===== src/rtl/btn_pkg.sv =====
// Shared constants and types for the push-button conditioning stage.
package btn_pkg;

   localparam int unsigned NUM_BTN   = 6;

   localparam int unsigned BTN_LEFT  = 0;
   localparam int unsigned BTN_RIGHT = 1;
   localparam int unsigned BTN_UP    = 2;
   localparam int unsigned BTN_DOWN  = 3;
   localparam int unsigned BTN_FIRE  = 4;
   localparam int unsigned BTN_START = 5;

   typedef enum logic [1:0] {
      IDLE   = 2'd0,
      HOLD   = 2'd1,
      REPEAT = 2'd2
   } rpt_state_t;

endpackage


===== src/rtl/btn_debounce.sv =====
// One button: two-flop synchroniser, tick-based debounce, rising-edge press
// pulse and the auto-repeat state machine.
module btn_debounce
   import btn_pkg::*;
#(
   parameter int unsigned DB_TICKS  = 10,
   parameter int unsigned RPT_DELAY = 300,
   parameter int unsigned RPT_RATE  = 50,
   parameter bit          RPT_EN    = 1'b1
) (
   input  logic clk,
   input  logic rst_n,
   input  logic btn_raw,
   input  logic tick,
   output logic level,
   output logic press,
   output logic level_c,
   output logic rpt_c
);

   localparam int unsigned DB_W    = $clog2(DB_TICKS + 1);
   localparam int unsigned RPT_MAX = (RPT_DELAY > RPT_RATE) ? RPT_DELAY : RPT_RATE;
   localparam int unsigned RPT_W   = $clog2(RPT_MAX + 1);

   logic [1:0]      sync_q;
   logic            sync;
   logic [DB_W-1:0] db_cnt, db_cnt_d;
   logic            level_d;
   logic            rise;
   rpt_state_t      state, state_d;
   logic [RPT_W-1:0] rpt_cnt, rpt_cnt_d;

   assign sync = sync_q[1];
   assign rise = level & ~level_d;

   // Accept the synchronised value on the DB_TICKS-th consecutive tick it differs.
   always_comb begin
      db_cnt_d = db_cnt;
      level_c  = level;
      if (sync == level) begin
         db_cnt_d = '0;
      end else if (tick) begin
         if (db_cnt >= DB_W'(DB_TICKS - 1)) begin
            level_c  = sync;
            db_cnt_d = '0;
         end else begin
            db_cnt_d = db_cnt + DB_W'(1);
         end
      end
   end

   // Repeat FSM; a falling level wins over a repeat due in the same cycle.
   always_comb begin
      state_d   = state;
      rpt_cnt_d = rpt_cnt;
      rpt_c     = rise;
      if (RPT_EN) begin
         case (state)
            IDLE: begin
               if (rise) begin
                  state_d   = HOLD;
                  rpt_cnt_d = '0;
               end
            end
            HOLD: begin
               if (!level) begin
                  state_d = IDLE;
               end else if (rpt_cnt >= RPT_W'(RPT_DELAY)) begin
                  rpt_c     = 1'b1;
                  rpt_cnt_d = '0;
                  state_d   = REPEAT;
               end else if (tick) begin
                  rpt_cnt_d = rpt_cnt + RPT_W'(1);
               end
            end
            REPEAT: begin
               if (!level) begin
                  state_d = IDLE;
               end else if (rpt_cnt >= RPT_W'(RPT_RATE)) begin
                  rpt_c     = 1'b1;
                  rpt_cnt_d = '0;
               end else if (tick) begin
                  rpt_cnt_d = rpt_cnt + RPT_W'(1);
               end
            end
            default: state_d = IDLE;
         endcase
      end
   end

   always_ff @(posedge clk or negedge rst_n) begin
      if (!rst_n) begin
         sync_q  <= '0;
         db_cnt  <= '0;
         level   <= 1'b0;
         level_d <= 1'b0;
         press   <= 1'b0;
         state   <= IDLE;
         rpt_cnt <= '0;
      end else begin
         sync_q  <= {sync_q[0], btn_raw};
         db_cnt  <= db_cnt_d;
         level   <= level_c;
         level_d <= level;
         press   <= rise;
         state   <= state_d;
         rpt_cnt <= rpt_cnt_d;
      end
   end

endmodule


===== src/rtl/btn_condition.sv =====
// Board push-button conditioning: shared tick prescaler, six debounce lanes
// and opposing-direction repeat suppression.
module btn_condition
   import btn_pkg::*;
#(
   parameter int unsigned         TICK_DIV    = 65000,
   parameter int unsigned         DB_TICKS    = 10,
   parameter int unsigned         RPT_DELAY   = 300,
   parameter int unsigned         RPT_RATE    = 50,
   parameter logic [NUM_BTN-1:0]  REPEAT_MASK = 6'b001111
) (
   input  logic               clk_65M,
   input  logic               clear_n,
   input  logic [NUM_BTN-1:0] btn_in,
   output logic [NUM_BTN-1:0] btn_level,
   output logic [NUM_BTN-1:0] btn_press,
   output logic [NUM_BTN-1:0] btn_rpt,
   output logic               tick
);

   localparam int unsigned PRE_W = $clog2(TICK_DIV + 1);

   logic [PRE_W-1:0]   pre_cnt, pre_cnt_d;
   logic [NUM_BTN-1:0] level_c;
   logic [NUM_BTN-1:0] rpt_c;
   logic [NUM_BTN-1:0] rpt_allow;

   always_comb begin
      pre_cnt_d = pre_cnt + PRE_W'(1);
      if (pre_cnt >= PRE_W'(TICK_DIV - 1)) pre_cnt_d = '0;
   end

   // tick is registered so it is high exactly while the count sits at TICK_DIV-1.
   always_ff @(posedge clk_65M or negedge clear_n) begin
      if (!clear_n) begin
         pre_cnt <= '0;
         tick    <= 1'b0;
      end else begin
         pre_cnt <= pre_cnt_d;
         tick    <= (pre_cnt_d == PRE_W'(TICK_DIV - 1));
      end
   end

   for (genvar i = 0; i < NUM_BTN; i++) begin : g_btn
      btn_debounce #(
         .DB_TICKS  (DB_TICKS),
         .RPT_DELAY (RPT_DELAY),
         .RPT_RATE  (RPT_RATE),
         .RPT_EN    (REPEAT_MASK[i])
      ) u_db (
         .clk     (clk_65M),
         .rst_n   (clear_n),
         .btn_raw (btn_in[i]),
         .tick    (tick),
         .level   (btn_level[i]),
         .press   (btn_press[i]),
         .level_c (level_c[i]),
         .rpt_c   (rpt_c[i])
      );
   end

   // Judged on next-cycle levels so the gate lines up with the registered pulse.
   always_comb begin
      rpt_allow = '1;
      if (level_c[BTN_LEFT] && level_c[BTN_RIGHT]) begin
         rpt_allow[BTN_LEFT]  = 1'b0;
         rpt_allow[BTN_RIGHT] = 1'b0;
      end
      if (level_c[BTN_UP] && level_c[BTN_DOWN]) begin
         rpt_allow[BTN_UP]   = 1'b0;
         rpt_allow[BTN_DOWN] = 1'b0;
      end
   end

   always_ff @(posedge clk_65M or negedge clear_n) begin
      if (!clear_n) btn_rpt <= '0;
      else          btn_rpt <= rpt_c & rpt_allow;
   end

endmodule

===== config.mk =====
export PLATFORM = sky130hd
export DESIGN_NAME = btn_condition
export DESIGN_NICKNAME = d
export VERILOG_FILES = /design/src/rtl/btn_pkg.sv /design/src/rtl/btn_debounce.sv /design/src/rtl/btn_condition.sv
export SDC_FILE = /design/constraint.sdc
export NUM_CORES = 1
export LEC_CHECK = 0
export ABC_AREA = 1
export BUFFER_PORTS_ARGS = -buffer_cell sky130_fd_sc_hd__clkbuf_2
export CORE_ASPECT_RATIO = 2
export CORE_MARGIN = 8
export CORE_UTILIZATION = 65
export CTS_BUF_LIST = sky130_fd_sc_hd__clkbuf_8
export CTS_CLUSTER_DIAMETER = 50
export DETAILED_ROUTE_END_ITERATION = 16
export PLACE_DENSITY_LB_ADDON = 0.15
export SLEW_MARGIN = 0
export SYNTH_ARGS = -nofsm -noshare
export SYNTH_HDL_FRONTEND = slang
export SYNTH_SLANG_ARGS = --single-unit

===== constraint.sdc =====
create_clock -name clk_65M -period 3.3 [get_ports clk_65M]
set_input_delay 0.33 -clock clk_65M [delete_from_list [all_inputs] [get_ports clk_65M]]
set_output_delay 0.33 -clock clk_65M [all_outputs]
set_load 0.03 [all_outputs]

Yosys cells after proc, flatten, opt, wreduce, memory -nomap -nowiden
Cells that the tools add are included.

Register bits after elaboration: 121. Logic and storage cells: 244. Output and inout port bits: 19. Bits of input ports: 8.

Reduce and logical (&&, ||, !) cells: 26. Add/subtract/negate cells: 11. Eq/ne operators: 35. Muxes and demuxes: 101. Bitwise operators: 15. Order comparisons: 15.

Operator list (number): $mux 9 (24); $pmux 9 s3 (4); $mux 4 (18); $add 9x1->9 const B (4); $ge 9x6->1 const B (4); $ge 9x9->1 const B (4); $mux 2 (18); $mux 1 (28); $add 4x1->4 const B (6); $ge 4x4->1 const B (6); $ne 2x1->1 const B (12); $pmux 2 s3 (4); $reduce_and 3->1 (6); $add 16x1->16 const B (1); $eq 16x16->1 const B (1); $ge 16x16->1 const B (1); $mux 16 (1); $reduce_and 4->1 (4); $ne 3x3->1 const B (4); $reduce_bool 2->1 (6); $reduce_bool 3->1 (4); $eq 2x1->1 const B (4); $eq 2x2->1 const B (4); $logic_not 2->1 (4); 7 further kinds (31).

Logic depth before layout (Yosys ltp)
Gate-level depths: netlist (run 1).

Word-level depth: 7. Depth in mapped cells: 11. Mapped depth without buffers: 11.

Modules after synthesis
A second synthesis (run 1) with hierarchy kept.

Cell total of the unflattened synthesis: 904. Area, all modules: 7125.6 um^2.

By module, submodules not included: btn_debounce at g_btn[0].u_db ... (seq. area each 500.5 um^2, times used 4, area an instance 1260.0 um^2, cells each 164); btn_condition (seq. area each 575.6 um^2, times used 1, area an instance 1189.9 um^2, cells each 156); btn_debounce at g_btn[4].u_db ... (seq. area each 225.2 um^2, times used 2, area an instance 447.9 um^2, cells each 46).

Worst setup path after synthesis (run 1)
OpenSTA, ideal clock, no wires.

Path kind: flip-flop to flip-flop. From: register g_btn[2].u_db.state[0]. To: register g_btn[2].u_db.rpt_cnt[3]. Library setup time: 0.127 ns. Path buffers: 0. Required time: 3.173 ns. Stages on the path, launching flop included: 10. Path slack: 1.754 ns. Arrival: 1.419 ns. Period minus slack after synthesis: 1.546 ns. Cells stage by stage: dfrtp_1 > inv_1 > ha_1 > nor2_1 > nor2_1 > nor3_4 > inv_2 > nor2_1 > xor2_1 > nor2_1.

Word-level cells in the longest chain between the ends: 3. Elaborated cells between the ends (all ways): 9. Classes of those cells: eq/ne: 5; mux: 1; reduce/logical: 3.

Ends and longest elaborated chain: start, declared (line btn_debounce.sv:30) `rpt_state_t state, state_d;`; start signal, assigned (line btn_debounce.sv:106) `state <= state_d;`; $eq 2x2->1, or another cell as far along (line btn_debounce.sv:58) `case (state)`; $ne 2x1->1 (no source line) or $reduce_bool 3->1 (tied branches); $reduce_and 4->1 (no source line); end signal, assigned (line btn_debounce.sv:107) `rpt_cnt <= rpt_cnt_d;`; end, declared (line btn_debounce.sv:31) `logic [RPT_W-1:0] rpt_cnt, rpt_cnt_d;`.

Several ways; a longest one is shown, not always the timed one. A chain may end at the register's enable or synchronous reset.

Final worst setup path (run 1)
From: register g_btn[0].u_db.state[0]. To: register g_btn[0].u_db.rpt_cnt[3].

Word-level cells in the longest chain between the ends: 3. Elaborated cells between the ends (all ways): 9. Classes of those cells: eq/ne: 5; mux: 1; reduce/logical: 3.

Ends and longest elaborated chain (line): start, declared (btn_debounce.sv:30); start signal, assigned (btn_debounce.sv:106); $eq 2x2->1, or another cell as far along (btn_debounce.sv:58); $ne 2x1->1 (no source line) or $reduce_bool 3->1 (tied branches); $reduce_and 4->1 (no source line); end signal, assigned (btn_debounce.sv:107); end, declared (btn_debounce.sv:31).

Several ways; a longest one is shown, not always the timed one.

==> out/results.tsv, run 1 <==
stage	metric	value	unit
setup_path	R2R Path End	g_btn[0].u_db.rpt_cnt[3]	
die	Die Span Y	160	µm
die	Die X	87.8	µm
synth	Synth Warn #	0	
synth	cell taking the most area after synthesis	dfrtp_1	
die	num rows	52	
job	MaxCap Viol Count	0	
pwr	PwrDens	399	nW/µm²
setup_path	r2r setup slk	1240	ps
pwr	Worst VDD drop	389	µV
sta	count of final setup violators	0	
die	io pins	27	
sta	min Tclk post-route	2060	ps
synth	Post-synth top flop	dfrtp_1	
placement	port bufs	26	
pwr	Switching Share	0.221	
grt	grt ovf	0	
synth	Mapped Nets	884	
routing	drt wl/cell	13.7	µm
pwr	Clock Power Share	0.455	
die	die footprint	14000	µm²
cts	clk slew on worst S/H paths	70	ps
layout	final non-filler cell total	1012	
sta	Fin Clk Skew	7.67	ps
grt	global-route wire length before repair	24100	µm
synth	Synth Register Bits	119	
sta	RSZ-0062 raised after global routing	no	
pwr	Pint	0.00228	W
pwr	Comb power frac	0.034	
synth	Synth async-reset ratio	1.00	
synth	Post-Syn Area	6700	µm²
sta	f_max	0.487	GHz
pwr	Sw Pwr	0.000646	W
sta	final hold violation count	0	
sta	final worst setup slack	1240	ps
cts	Root Buffer	clkbuf_8	
layout	fin nets	916	
pwr	Reg power frac	0.511	
cts	total CTS buffers	17	
cts	Max clock buf depth	2	
setup_path	Worst R2R Start	g_btn[0].u_db.state[0]	
routing	TritonRoute pass-1 iters	6	
cts	Max H-tree Level	4	
setup_path	worst setup path category	reg -> reg	
sta	crit share post-route	0.623	
synth	EDFF count, synth	0	
placement	gpl congestion	0.892	
routing	DRC viols	0	
pwr	Leak	3.54	nW
synth	Commonest cells post-synth	169 x nand2_1, 119 x dfrtp_1, 112 x nor2_1, 103 x inv_1, 65 x o21ai_0	
setup_path	Critical Path Fanout Max	12	
grt	vias in the first global route	5753	
setup_path	Worst EP required	3570	ps
layout	Area Growth Syn to Fin	9.52	%
worst_hold_path	Hold Crit Class	reg -> reg	
synth	synth top area cells	dfrtp_1 44%, nand2_1 9.5%, ha_1 8.0%	
grt	largest net degree at the start of global routing	77	
routing	final antenna-violating net count	0	
placement	placed cell count	974	
cts	Setup Buffers After CTS	0	
setup_path	critical path endpoint category	flop	
placement	DP HPWL	10200	µm
cts	post_cts resized	0	
die	Initial Util	0.665	
synth	average size of a mapped cell	8.04	µm²
cts	Worst-Skew Late Latency	430	ps
die	core footprint	10100	µm²
grt	total track usage	0.215	
layout	ANT cells	0	
synth	share of Yosys cell area claimed by the top area cell type	0.444	
placement	pre-CTS WS	1300	ps
setup_path	CP startpoint kind	flop	
routing	vias	5516	
setup_path	Arr. time, crit path	2320	ps
synth	most frequent cell after synthesis	nand2_1	
sta	worst-margin pin slew	703	ps
routing	Iter 0 DRT Violations	276	
cts	CTS tree	yes	
grt	initial antenna violation count	0	
synth	number of distinct library cells after synthesis	35	
routing	Via density	5.45	
sta	Slew Viols, Final	0	
setup_path	critical path launch point	g_btn[0].u_db.state[0]	
sta	Post-Route Setup TNS	0	ps
status	outcome	finished, final reports clean	
synth	Mapped Cells	833	
layout	share of layout cells above drive strength 1	0.100	
sta	normalized max-slew margin	0.529	
routing	drt total wl	13800	µm
setup_path	crit path to	g_btn[0].u_db.rpt_cnt[3]	
setup_path	Reg2Reg Depth	8	
synth	sequential cell area fraction in the yosys report	0.444	
cts	Sink Count	119	
power by group through the flow:
stage / registers, W / logic [W] / clock network, W
after floorplan: 0.00152 / 0.0000461 / 0
after global placement: 0.00152 / 0.0000887 / 0
after detailed placement: 0.00152 / 0.0000941 / 0
after CTS: 0.00150 / 0.000100 / 0.00135
after global routing: 0.00150 / 0.000118 / 0.00142
final: 0.00150 / 0.0000984 / 0.00133
logic make-up (layout without fill, tap and decap cells):
| logic type | count (synthesis) | in the layout | share of synthesized area |
|---|---|---|---|
| and+or+nand+nor | 391 | 391 | 0.255 |
| DFF | 119 | 119 | 0.444 |
| adders and majority gates | 43 | 43 | 0.0803 |
| buffers and inverters | 132 | 176 | 0.0863 |
| AOI/OAI and AO/OA | 114 | 114 | 0.0894 |
| xor gates and xnor gates | 34 | 34 | 0.0444 |
layout make-up:
class                      instances  area [µm²]
timing repair buffer              36         238
fill                             750        2750
sequential                       119        2980
inverter                         109         412
clock inverter                    12         136
tap                              135         169
clock buffer                      19         262
multi-input combinational        582        3150
worst max-delay path: stages, from the launching register on:
cell and delay, ps:
dfrtp_1 400, inv_1 80, ha_1 250, nor2_1 120
nor2_1 60, nor3_2 600, nand2_1 130, xor2_1 190
a21oi_1 70
state kept, by name (all words and copies together), names as in the netlist:
| name | count |
|---|---|
| g_btn.u_db.db_cnt | 24 |
| g_btn.u_db.state | 8 |
| g_btn.u_db.press | 4 |
| pre_cnt | 16 |
| g_btn.u_db.rpt_cnt | 36 |
| g_btn.u_db.sync_q | 12 |
| g_btn.u_db.level | 6 |
| tick | 1 |
| btn_rpt | 6 |
| g_btn.u_db.level_d | 6 |
worst min path at each step:
stage / startpoint / end / cells after the start
4_1_cts: btn_in[3] / g_btn[3].u_db.sync_q[0] / 1
5_1_grt: g_btn[3].u_db.sync_q[0] / g_btn[3].u_db.sync_q[1] / 0
3_5_place_dp: g_btn[0].u_db.sync_q[0] / g_btn[0].u_db.sync_q[1] / 0
2_1_floorplan: clear_n / btn_rpt[0] / 0
3_3_place_gp: g_btn[4].u_db.sync_q[0] / g_btn[4].u_db.sync_q[1] / 0
6_report: g_btn[1].u_db.sync_q[0] / g_btn[1].u_db.sync_q[1] / 0
metrics by stage:
stage | instance area, µm² | hold slack (ps) | utilization | power [W]
2_1_floorplan | 6700 | 34.4 | - | 0.00156
3_3_place_gp | 6870 | 332 | 0.681 | 0.00161
4_1_cts | 7330 | 1.05 | 0.727 | 0.00295
6_report | 7340 | 348 | 0.728 | 0.00293
5_1_grt | 7340 | 354 | 0.728 | 0.00303
3_5_place_dp | 6870 | 338 | 0.681 | 0.00162
routing by layer:
layer	vias up	global-route usage	wire length, µm
met3	57	0.0502	547
met4	0	0.119	542
met1	2609	0.210	5050
li1	2708	-	-
met5	-	0	0
met2	142	0.390	7680
placed cells by master, fill, tap and decap left out, types with 7 or more instances in the layout:
master / n
a21oi_1: 35
clkbuf_2: 25
clkbuf_8: 19
dfrtp_1: 119
dlygate4sd3_1: 7
ha_1: 43
inv_1: 106
nand2_1: 169
nand3_1: 62
nand4_1: 12
nor2_1: 112
nor2_2: 7
nor3_1: 7
o21ai_0: 65
xnor2_1: 9
xor2_1: 25
repair_timing:
item | in CTS | in global routing
hold buffers | 6 | 1
hold endpoints to repair | 48 | 1
endpoints found under the setup margin | 0 | 0
Power figures use the tool's default switching activity.
==> run 2: changes to the inputs <==
--- a/config.mk
+++ b/config.mk
@@ -5,11 +5,11 @@
 export SDC_FILE = /design/constraint.sdc
 export NUM_CORES = 1
 export LEC_CHECK = 0
-export ABC_AREA = 1
+export ABC_AREA = 0
 export BUFFER_PORTS_ARGS = -buffer_cell sky130_fd_sc_hd__clkbuf_2
 export CORE_ASPECT_RATIO = 2
 export CORE_MARGIN = 8
-export CORE_UTILIZATION = 65
+export CORE_UTILIZATION = 64
 export CTS_BUF_LIST = sky130_fd_sc_hd__clkbuf_8
 export CTS_CLUSTER_DIAMETER = 50
 export DETAILED_ROUTE_END_ITERATION = 16
==> constraint.sdc (replaced) <==
create_clock -name clk_65M -period 1.95 [get_ports clk_65M]
set_input_delay 0.195 -clock clk_65M [delete_from_list [all_inputs] [get_ports clk_65M]]
set_output_delay 0.195 -clock clk_65M [all_outputs]
set_load 0.03 [all_outputs]
==> run 2 against run 1 <==
  * Register-to-register slack worse by 1200 ps
  * Global-route usage is 0.14 points higher
  * Worst hold slack worse by 66 ps
  * Sequential share of layout area shrank 2.3 points
  * Flip-flop and latch count is the same
  * Clock power is 70% higher
  * Critical path depth fell by 1
  * Design area rose by 6.2%
  * Setup slack lost 1200 ps
  * Synthesized cell count down 18%
  * Largest cell class unchanged
  * Highest routed layer unchanged
==> out/results.tsv, run 2 <==
stage	metric	value	unit	change
status	outcome	finished, final reports clean		
routing	Iter 0 DRT Violations	342		+24%
pwr	Worst VDD drop	582	µV	+50%
layout	ANT cells	0		unchanged
routing	drt wl/cell	15.7	µm	+15%
routing	final antenna-violating net count	0		unchanged
setup_path	Reg2Reg Depth	7		-1
layout	final cell utilization of the core	0.773		+0.0454
setup_path	Arr. time, crit path	2280	ps	-40 ps
cts	CTS tree	yes		
placement	gpl congestion	0.849		-4.8%
synth	cell taking the most area after synthesis	dfrtp_1		
layout	max FFs per register	36		unchanged
synth	Mapped Cells	679		-18%
die	num rows	52		unchanged
cts	total CTS buffers	17		unchanged
setup_path	Worst EP required	2330	ps	-1240 ps
synth	Post-Syn Area	6570	µm²	-2.0%
layout	most frequent cells in the layout	116 x dfrtp_1, 62 x nor2_1, 55 x inv_1, 54 x buf_4, 46 x nand2_1		
sta	min Tclk post-route	1910	ps	-149 ps
die	die footprint	14000	µm²	-0.40%
synth	share of Yosys cell area claimed by the top area cell type	0.453		+0.00906
synth	EDFF count, synth	0		unchanged
synth	Synth Warn #	0		unchanged
grt	grt ovf	0		unchanged
routing	TritonRoute pass-1 iters	5		-1
die	core footprint	10100	µm²	unchanged
layout	Largest regs	g_btn.u_db.rpt_cnt x36, g_btn.u_db.db_cnt x24, pre_cnt x16		
sta	worst-margin pin slew	542	ps	-161 ps
sta	count of final setup violators	0		unchanged
sta	crit share post-route	0.978		+0.355
layout	final non-filler cell total	905		-11%
cts	Max clock buf depth	2		unchanged
sta	f_max	0.525	GHz	+7.8%
job	MaxCap Viol Count	0		unchanged
grt	total track usage	0.216		+0.00142
synth	Post-synth top flop	dfrtp_1		
die	Die X	87.6	µm	-0.19%
cts	Max H-tree Level	4		unchanged
synth	Synth async-reset ratio	1.00		unchanged
grt	initial antenna violation count	0		unchanged
synth	Mapped Nets	730		-17%
placement	port bufs	26		unchanged
pwr	Leak	3.59	nW	+1.3%
cts	Worst-Skew Late Latency	440	ps	about the same
placement	DP HPWL	10100	µm	-1.2%
die	Die Span Y	159	µm	-0.21%
pwr	PwrDens	621	nW/µm²	+56%
placement	placed cell count	858		-12%
setup_path	worst setup path category	reg -> reg		
die	io pins	27		unchanged
setup_path	Critical Path Fanout Max	5		-7
sta	Slew Viols, Final	0		unchanged
setup_path	CP startpoint kind	flop		
layout	share of layout cells above drive strength 1	0.208		+0.107
setup_path	R2R Path End	g_btn[0].u_db.rpt_cnt[4]		
grt	vias in the first global route	5503		-4.3%
grt	largest net degree at the start of global routing	41		-47%
synth	sequential cell area fraction in the yosys report	0.453		+0.00906
layout	Area Growth Syn to Fin	18.7	%	
sta	normalized max-slew margin	0.639		+0.110
cts	Root Buffer	clkbuf_8		
grt	global-route wire length before repair	24400	µm	+0.86%
sta	Fin Clk Skew	10.1	ps	+2.43 ps
setup_path	r2r setup slk	40	ps	-1200 ps
synth	Commonest cells post-synth	119 x dfrtp_1, 63 x nor2_1, 54 x inv_1, 46 x nand2_1, 43 x ha_1		
synth	number of distinct library cells after synthesis	61		+74%
die	Initial Util	0.651		-0.0133
routing	Via density	5.91		+8.4%
synth	synth top area cells	dfrtp_1 45%, ha_1 8.2%, nor2_1 3.6%		
cts	clk slew on worst S/H paths	70	ps	about the same
cts	Sink Count	119		unchanged
routing	DRC viols	0		unchanged
synth	Synth Register Bits	119		unchanged
layout	fin nets	809		-12%
pwr	Final Power	0.00484	W	+66%
synth	most frequent cell after synthesis	dfrtp_1		
synth	average size of a mapped cell	9.67	µm²	+20%
layout	commonest non-fill, non-tap cell in the layout	dfrtp_1		
setup_path	critical path endpoint category	flop		
routing	vias	5347		-3.1%
setup_path	Worst R2R Start	g_btn[0].u_db.rpt_cnt[0]		
routing	drt total wl	14200	µm	+3.0%
layout	register name with the most flops	g_btn.u_db.rpt_cnt		
sta	final hold violation count	0		unchanged
worst_hold_path	Hold Crit Class	in -> async		
sta	RSZ-0062 raised after global routing	yes		
-- run 2: changes by cell type after synthesis, sizes merged, moves of 8 or more --
cell,delta
nand3,-41
nor2b,+17
nand2,-126
inv,-55
mux2i,+11
and2,+10
o21ai,-30
nand2b,+9
a22o,+19
a21o,+9
nor2,-60
xor2,-12
clkbuf,+8
-- run 2: cell families (layout without fill, tap and decap cells) --
kind of cell             after synthesis  in the layout  share of synthesized area
AND/OR/NAND/NOR                      226            226                      0.173
AO/OA/AOI/OAI                        169            169                      0.179
buffers and inverters                 83            174                     0.0568
XOR/XNOR                              23             23                     0.0307
flip-flops                           119            119                      0.453
multiplexers                          16             16                     0.0253
adder cells (fa/ha/maj)               43             43                     0.0819
-- run 2: critical path, cell delays in order (launching register included) --
cell and delay [ps]:
dfrtp_1 400, inv_1 80, ha_1 210, nor4_2 340, o2111ai_1 190, a211oi_1 300, buf_4 200, a22o_1 130
-- run 2: what timing repair did --
| item | 4_1_cts | 5_1_grt |
|---|---|---|
| endpoints found under the setup margin | 9 | 37 |
| hold buffers | 7 | 0 |
| buffers inserted | 3 | 6 |
| endpoints found under the hold margin | 43 | 0 |
| gates resized for setup | 8 | 33 |
| pin swaps | 0 | 3 |
-- run 2: worst max-delay path by stage --
stage / start / endpoint / cells past startpoint
after global placement: pre_cnt[3] / tick / 5
after global routing: g_btn[0].u_db.state[0] / g_btn[0].u_db.rpt_cnt[4] / 7
after detailed placement: g_btn[2].u_db.db_cnt[0] / btn_rpt[2] / 7
after CTS: g_btn[3].u_db.rpt_cnt[0] / g_btn[3].u_db.rpt_cnt[4] / 7
after floorplan: g_btn[0].u_db.state[0] / g_btn[0].u_db.rpt_cnt[2] / 8
final: g_btn[0].u_db.rpt_cnt[0] / g_btn[0].u_db.rpt_cnt[4] / 7
-- run 2: area by class of cell --
class | count | area (µm²)
flip-flops and latches | 119 | 2980
well taps | 135 | 169
inverters | 54 | 203
clock buffers | 19 | 262
repair buffers | 89 | 661
fillers | 670 | 2290
clock inverters | 12 | 135
multi-input cells | 477 | 3390
-- run 2: per-layer routing --
metal	vias to the layer above	track usage	wire, µm
met3	36	0.0538	525
met1	2653	0.220	5500
met5	-	0	0
met4	0	0.0900	278
met2	112	0.395	7930
li1	2546	-	-
-- run 2: power by group --
group          internal (W)   total, W  switching [W]
registers           0.00248    0.00249     0.00000806
logic             0.0000295  0.0000914      0.0000619
clock network       0.00130    0.00226       0.000964
total               0.00381    0.00484        0.00103
-- run 2: through the flow --
step	hold slack, ps	TNS [ps]	instance area [µm²]	setup slack [ps]
6_report	282	0	7800	43.9
5_1_grt	326	-909	7800	-100
4_1_cts	288	0	7600	4.14
3_5_place_dp	216	-94.9	7090	-33.8
3_3_place_gp	210	0	7090	3.21
2_1_floorplan	-101	0	6570	61.9
==> run 3: changes to the inputs <==
--- a/config.mk
+++ b/config.mk
@@ -6,7 +6,7 @@
 export NUM_CORES = 1
 export LEC_CHECK = 0
 export ABC_AREA = 0
-export BUFFER_PORTS_ARGS = -buffer_cell sky130_fd_sc_hd__clkbuf_2
+export BUFFER_PORTS_ARGS = -buffer_cell sky130_fd_sc_hd__buf_2
 export CORE_ASPECT_RATIO = 2
 export CORE_MARGIN = 8
 export CORE_UTILIZATION = 64
@@ -14,6 +14,7 @@
 export CTS_CLUSTER_DIAMETER = 50
 export DETAILED_ROUTE_END_ITERATION = 16
 export PLACE_DENSITY_LB_ADDON = 0.15
+export RECOVER_POWER = 100
 export SLEW_MARGIN = 0
 export SYNTH_ARGS = -nofsm -noshare
 export SYNTH_HDL_FRONTEND = slang
==> run 3 against run 2 <==
  * The run now ends with setup timing left
  * Setup slack worse by 49 ps
  * Largest power group unchanged
  * Critical path depth unchanged
  * Clock skew down 3.4 ps
  * Non-clock buffer count down 2
  * Total power down 3.2%
  * Worst hold slack better by 68 ps
  * Sequential power about the same
  * Core utilization down 0.83 points
==> out/results.tsv, run 3 (synthesis gave the netlist of run 2 again) <==
stage	metric	value	unit	change
sta	crit share post-route	1.00		+0.0253
sta	Slew Viols, Final	0		unchanged
pwr	Sw Pwr	0.00114	W	+10%
grt	largest net degree at the start of global routing	37		-9.8%
pwr	PwrDens	608	nW/µm²	-2.1%
pwr	Clock Power Share	0.450		-0.017
worst_hold_path	Hold Path Cell Cnt	0		
pwr	Comb power frac	0.019		about the same
grt	vias in the first global route	5628		+2.3%
die	num rows	52		unchanged
sta	Fin Clk Skew	6.68	ps	-3.41 ps
sta	final worst setup slack	-5.41	ps	-49.3 ps
layout	max FFs per register	36		unchanged
setup_path	Arr. time, crit path	2310	ps	+30 ps
die	Initial Util	0.651		unchanged
placement	gpl congestion	0.866		+2.0%
cts	Max clock buf depth	2		unchanged
layout	register name with the most flops	g_btn.u_db.rpt_cnt		
layout	fin nets	807		-0.25%
worst_hold_path	Hold Crit Class	reg -> reg		
setup_path	Reg2Reg Depth	7		unchanged
layout	Largest regs	g_btn.u_db.rpt_cnt x36, g_btn.u_db.db_cnt x24, pre_cnt x16		
layout	ANT cells	0		unchanged
setup_path	Critical Path Fanout Max	3		-2
cts	clk slew on worst S/H paths	80	ps	about the same
setup_path	R2R Path End	btn_rpt[3]		
die	die footprint	14000	µm²	unchanged
cts	CTS tree	yes		
setup_path	critical path endpoint category	flop		
job	MaxCap Viol Count	0		unchanged
sta	final hold violation count	0		unchanged
setup_path	Worst R2R Start	g_btn[2].u_db.db_cnt[1]		
status	outcome	finished with violations		
sta	count of final setup violators	1		+1
setup_path	CP startpoint kind	flop		
routing	TritonRoute pass-1 iters	5		unchanged
routing	drt wl/cell	16.3	µm	+3.7%
routing	drt total wl	14800	µm	+3.6%
placement	Cell Area, Placed	7080	µm²	-0.18%
status	failing checks	setup timing		
die	core footprint	10100	µm²	unchanged
routing	Iter 0 DRT Violations	265		-23%
sta	f_max	0.511	GHz	-2.5%
cts	Max H-tree Level	4		unchanged
pwr	Worst VDD drop	531	µV	-8.9%
routing	final antenna-violating net count	0		unchanged
layout	share of layout cells above drive strength 1	0.185		-0.0231
sta	worst-margin pin slew	780	ps	+238 ps
sta	Post-Route Setup TNS	-5.41	ps	-5.41 ps
placement	DP HPWL	10300	µm	+1.9%
layout	most frequent cells in the layout	115 x dfrtp_1, 61 x nor2_1, 53 x inv_1, 48 x buf_4, 46 x nand2_1		
grt	initial antenna violation count	0		unchanged
setup_path	Worst EP required	2300	ps	-30 ps
cts	Root Buffer	clkbuf_8		
setup_path	worst setup path category	reg -> reg		
grt	global-route wire length before repair	24700	µm	+1.6%
routing	DRC viols	0		unchanged
setup_path	r2r setup slk	-5	ps	-50 ps
layout	Final Cell Area	7710	µm²	-1.1%
sta	min Tclk post-route	1960	ps	+49.3 ps
layout	commonest non-fill, non-tap cell in the layout	dfrtp_1		
cts	Sink Count	119		unchanged
die	io pins	27		unchanged
cts	Worst-Skew Late Latency	450	ps	about the same
worst_hold_path	sink of the worst hold path	g_btn[5].u_db.sync_q[1]		
worst_hold_path	min-delay src	g_btn[5].u_db.sync_q[0]		
die	Die X	87.6	µm	unchanged
pwr	Pint	0.00355	W	-6.8%
pwr	Leak	3.46	nW	-3.7%
cts	total CTS buffers	17		unchanged
pwr	Switching Share	0.243		+0.0300
sta	normalized max-slew margin	0.480		-0.158
layout	Area Growth Syn to Fin	17.5	%	
routing	Via density	5.90		about the same
placement	port bufs	26		unchanged
die	Die Span Y	159	µm	unchanged
pwr	Reg power frac	0.530		+0.016
layout	fillers	715		+6.7%
grt	grt ovf	0		unchanged
routing	vias	5336		-0.21%
grt	total track usage	0.221		+0.00459
## run 3: cell types whose count changed in the layout (fill, tap and decap cells not counted), moves of 3 or more
cell,before,now
and2_1,10,7
clkinvlp_4,1,6
clkbuf_1,0,20
buf_2,0,7
buf_4,54,48
clkbuf_2,25,3
clkinv_4,0,4
clkinv_2,6,2
ha_1,40,37
## run 3: final cells by class
cell class	count	area, µm²	share of cell area
Inverter	54	203	0.0263
Tap cell	135	169	0.0219
Sequential cell	119	2980	0.387
Timing Repair Buffer	87	596	0.0772
Clock buffer	18	248	0.0321
Clock inverter	14	129	0.0167
Multi-Input combinational cell	477	3390	0.439
## run 3: metal layers
metal  global-route usage  part of all wire  vias up
li1                     -                 -     2546
met1                0.224              0.37     2623
met2                0.399              0.57      122
met3               0.0471             0.033       45
met4                0.116             0.032        0
met5                    0                 0        -
## run 3: repair_timing
item / in CTS / in global routing
buffers inserted: 2 / 5
setup endpoints to repair: 9 / 30
gates cloned: 0 / 0
endpoints found under the hold margin: 30 / 0
pin swaps: 0 / 5
hold buffers: 7 / 0
gates resized for setup: 7 / 36
## run 3: worst max-delay path, cell delays in order (launching register included)
cell      delay (ps)
dfrtp_1          390
inv_1             80
ha_1             160
or3b_2           480
nand3_2          120
mux2i_4          270
o221ai_1         150
a21oi_1          210
## run 3: metrics by stage
stage          total power (W)  instances  hold WS [ps]  setup slack [ps]   util
4_1_cts                0.00474        899           211              5.30  0.750
6_report               0.00469        904           350             -5.41  0.765
3_5_place_dp           0.00262        858           154             -65.5  0.702
3_3_place_gp           0.00262        858           149              28.3  0.702
2_1_floorplan          0.00254        679          -101              61.9      -
5_1_grt                0.00485        904           347             -97.6  0.765
## run 3: worst max path at each step
stage                                   startpoint                       end  depth (start not counted)
after CTS                   g_btn[2].u_db.state[1]  g_btn[2].u_db.rpt_cnt[6]                          7
final                      g_btn[2].u_db.db_cnt[1]                btn_rpt[3]                          7
after detailed placement  g_btn[3].u_db.rpt_cnt[0]  g_btn[3].u_db.rpt_cnt[4]                          7
after global placement    g_btn[3].u_db.rpt_cnt[0]  g_btn[3].u_db.rpt_cnt[4]                          7
after floorplan             g_btn[0].u_db.state[0]  g_btn[0].u_db.rpt_cnt[2]                          8
after global routing       g_btn[2].u_db.db_cnt[1]                btn_rpt[3]                          7
## run 3: power groups by stage
| stage | Clock [W] | Combinational [W] | Sequential [W] |
|---|---|---|---|
| finish | 0.00211 | 0.0000909 | 0.00249 |
| global route | 0.00226 | 0.000106 | 0.00249 |
| CTS | 0.00216 | 0.0000969 | 0.00249 |
| detailed placement | 0 | 0.0000865 | 0.00253 |
| global placement | 0 | 0.0000832 | 0.00253 |
| floorplan | 0 | 0.0000121 | 0.00253 |
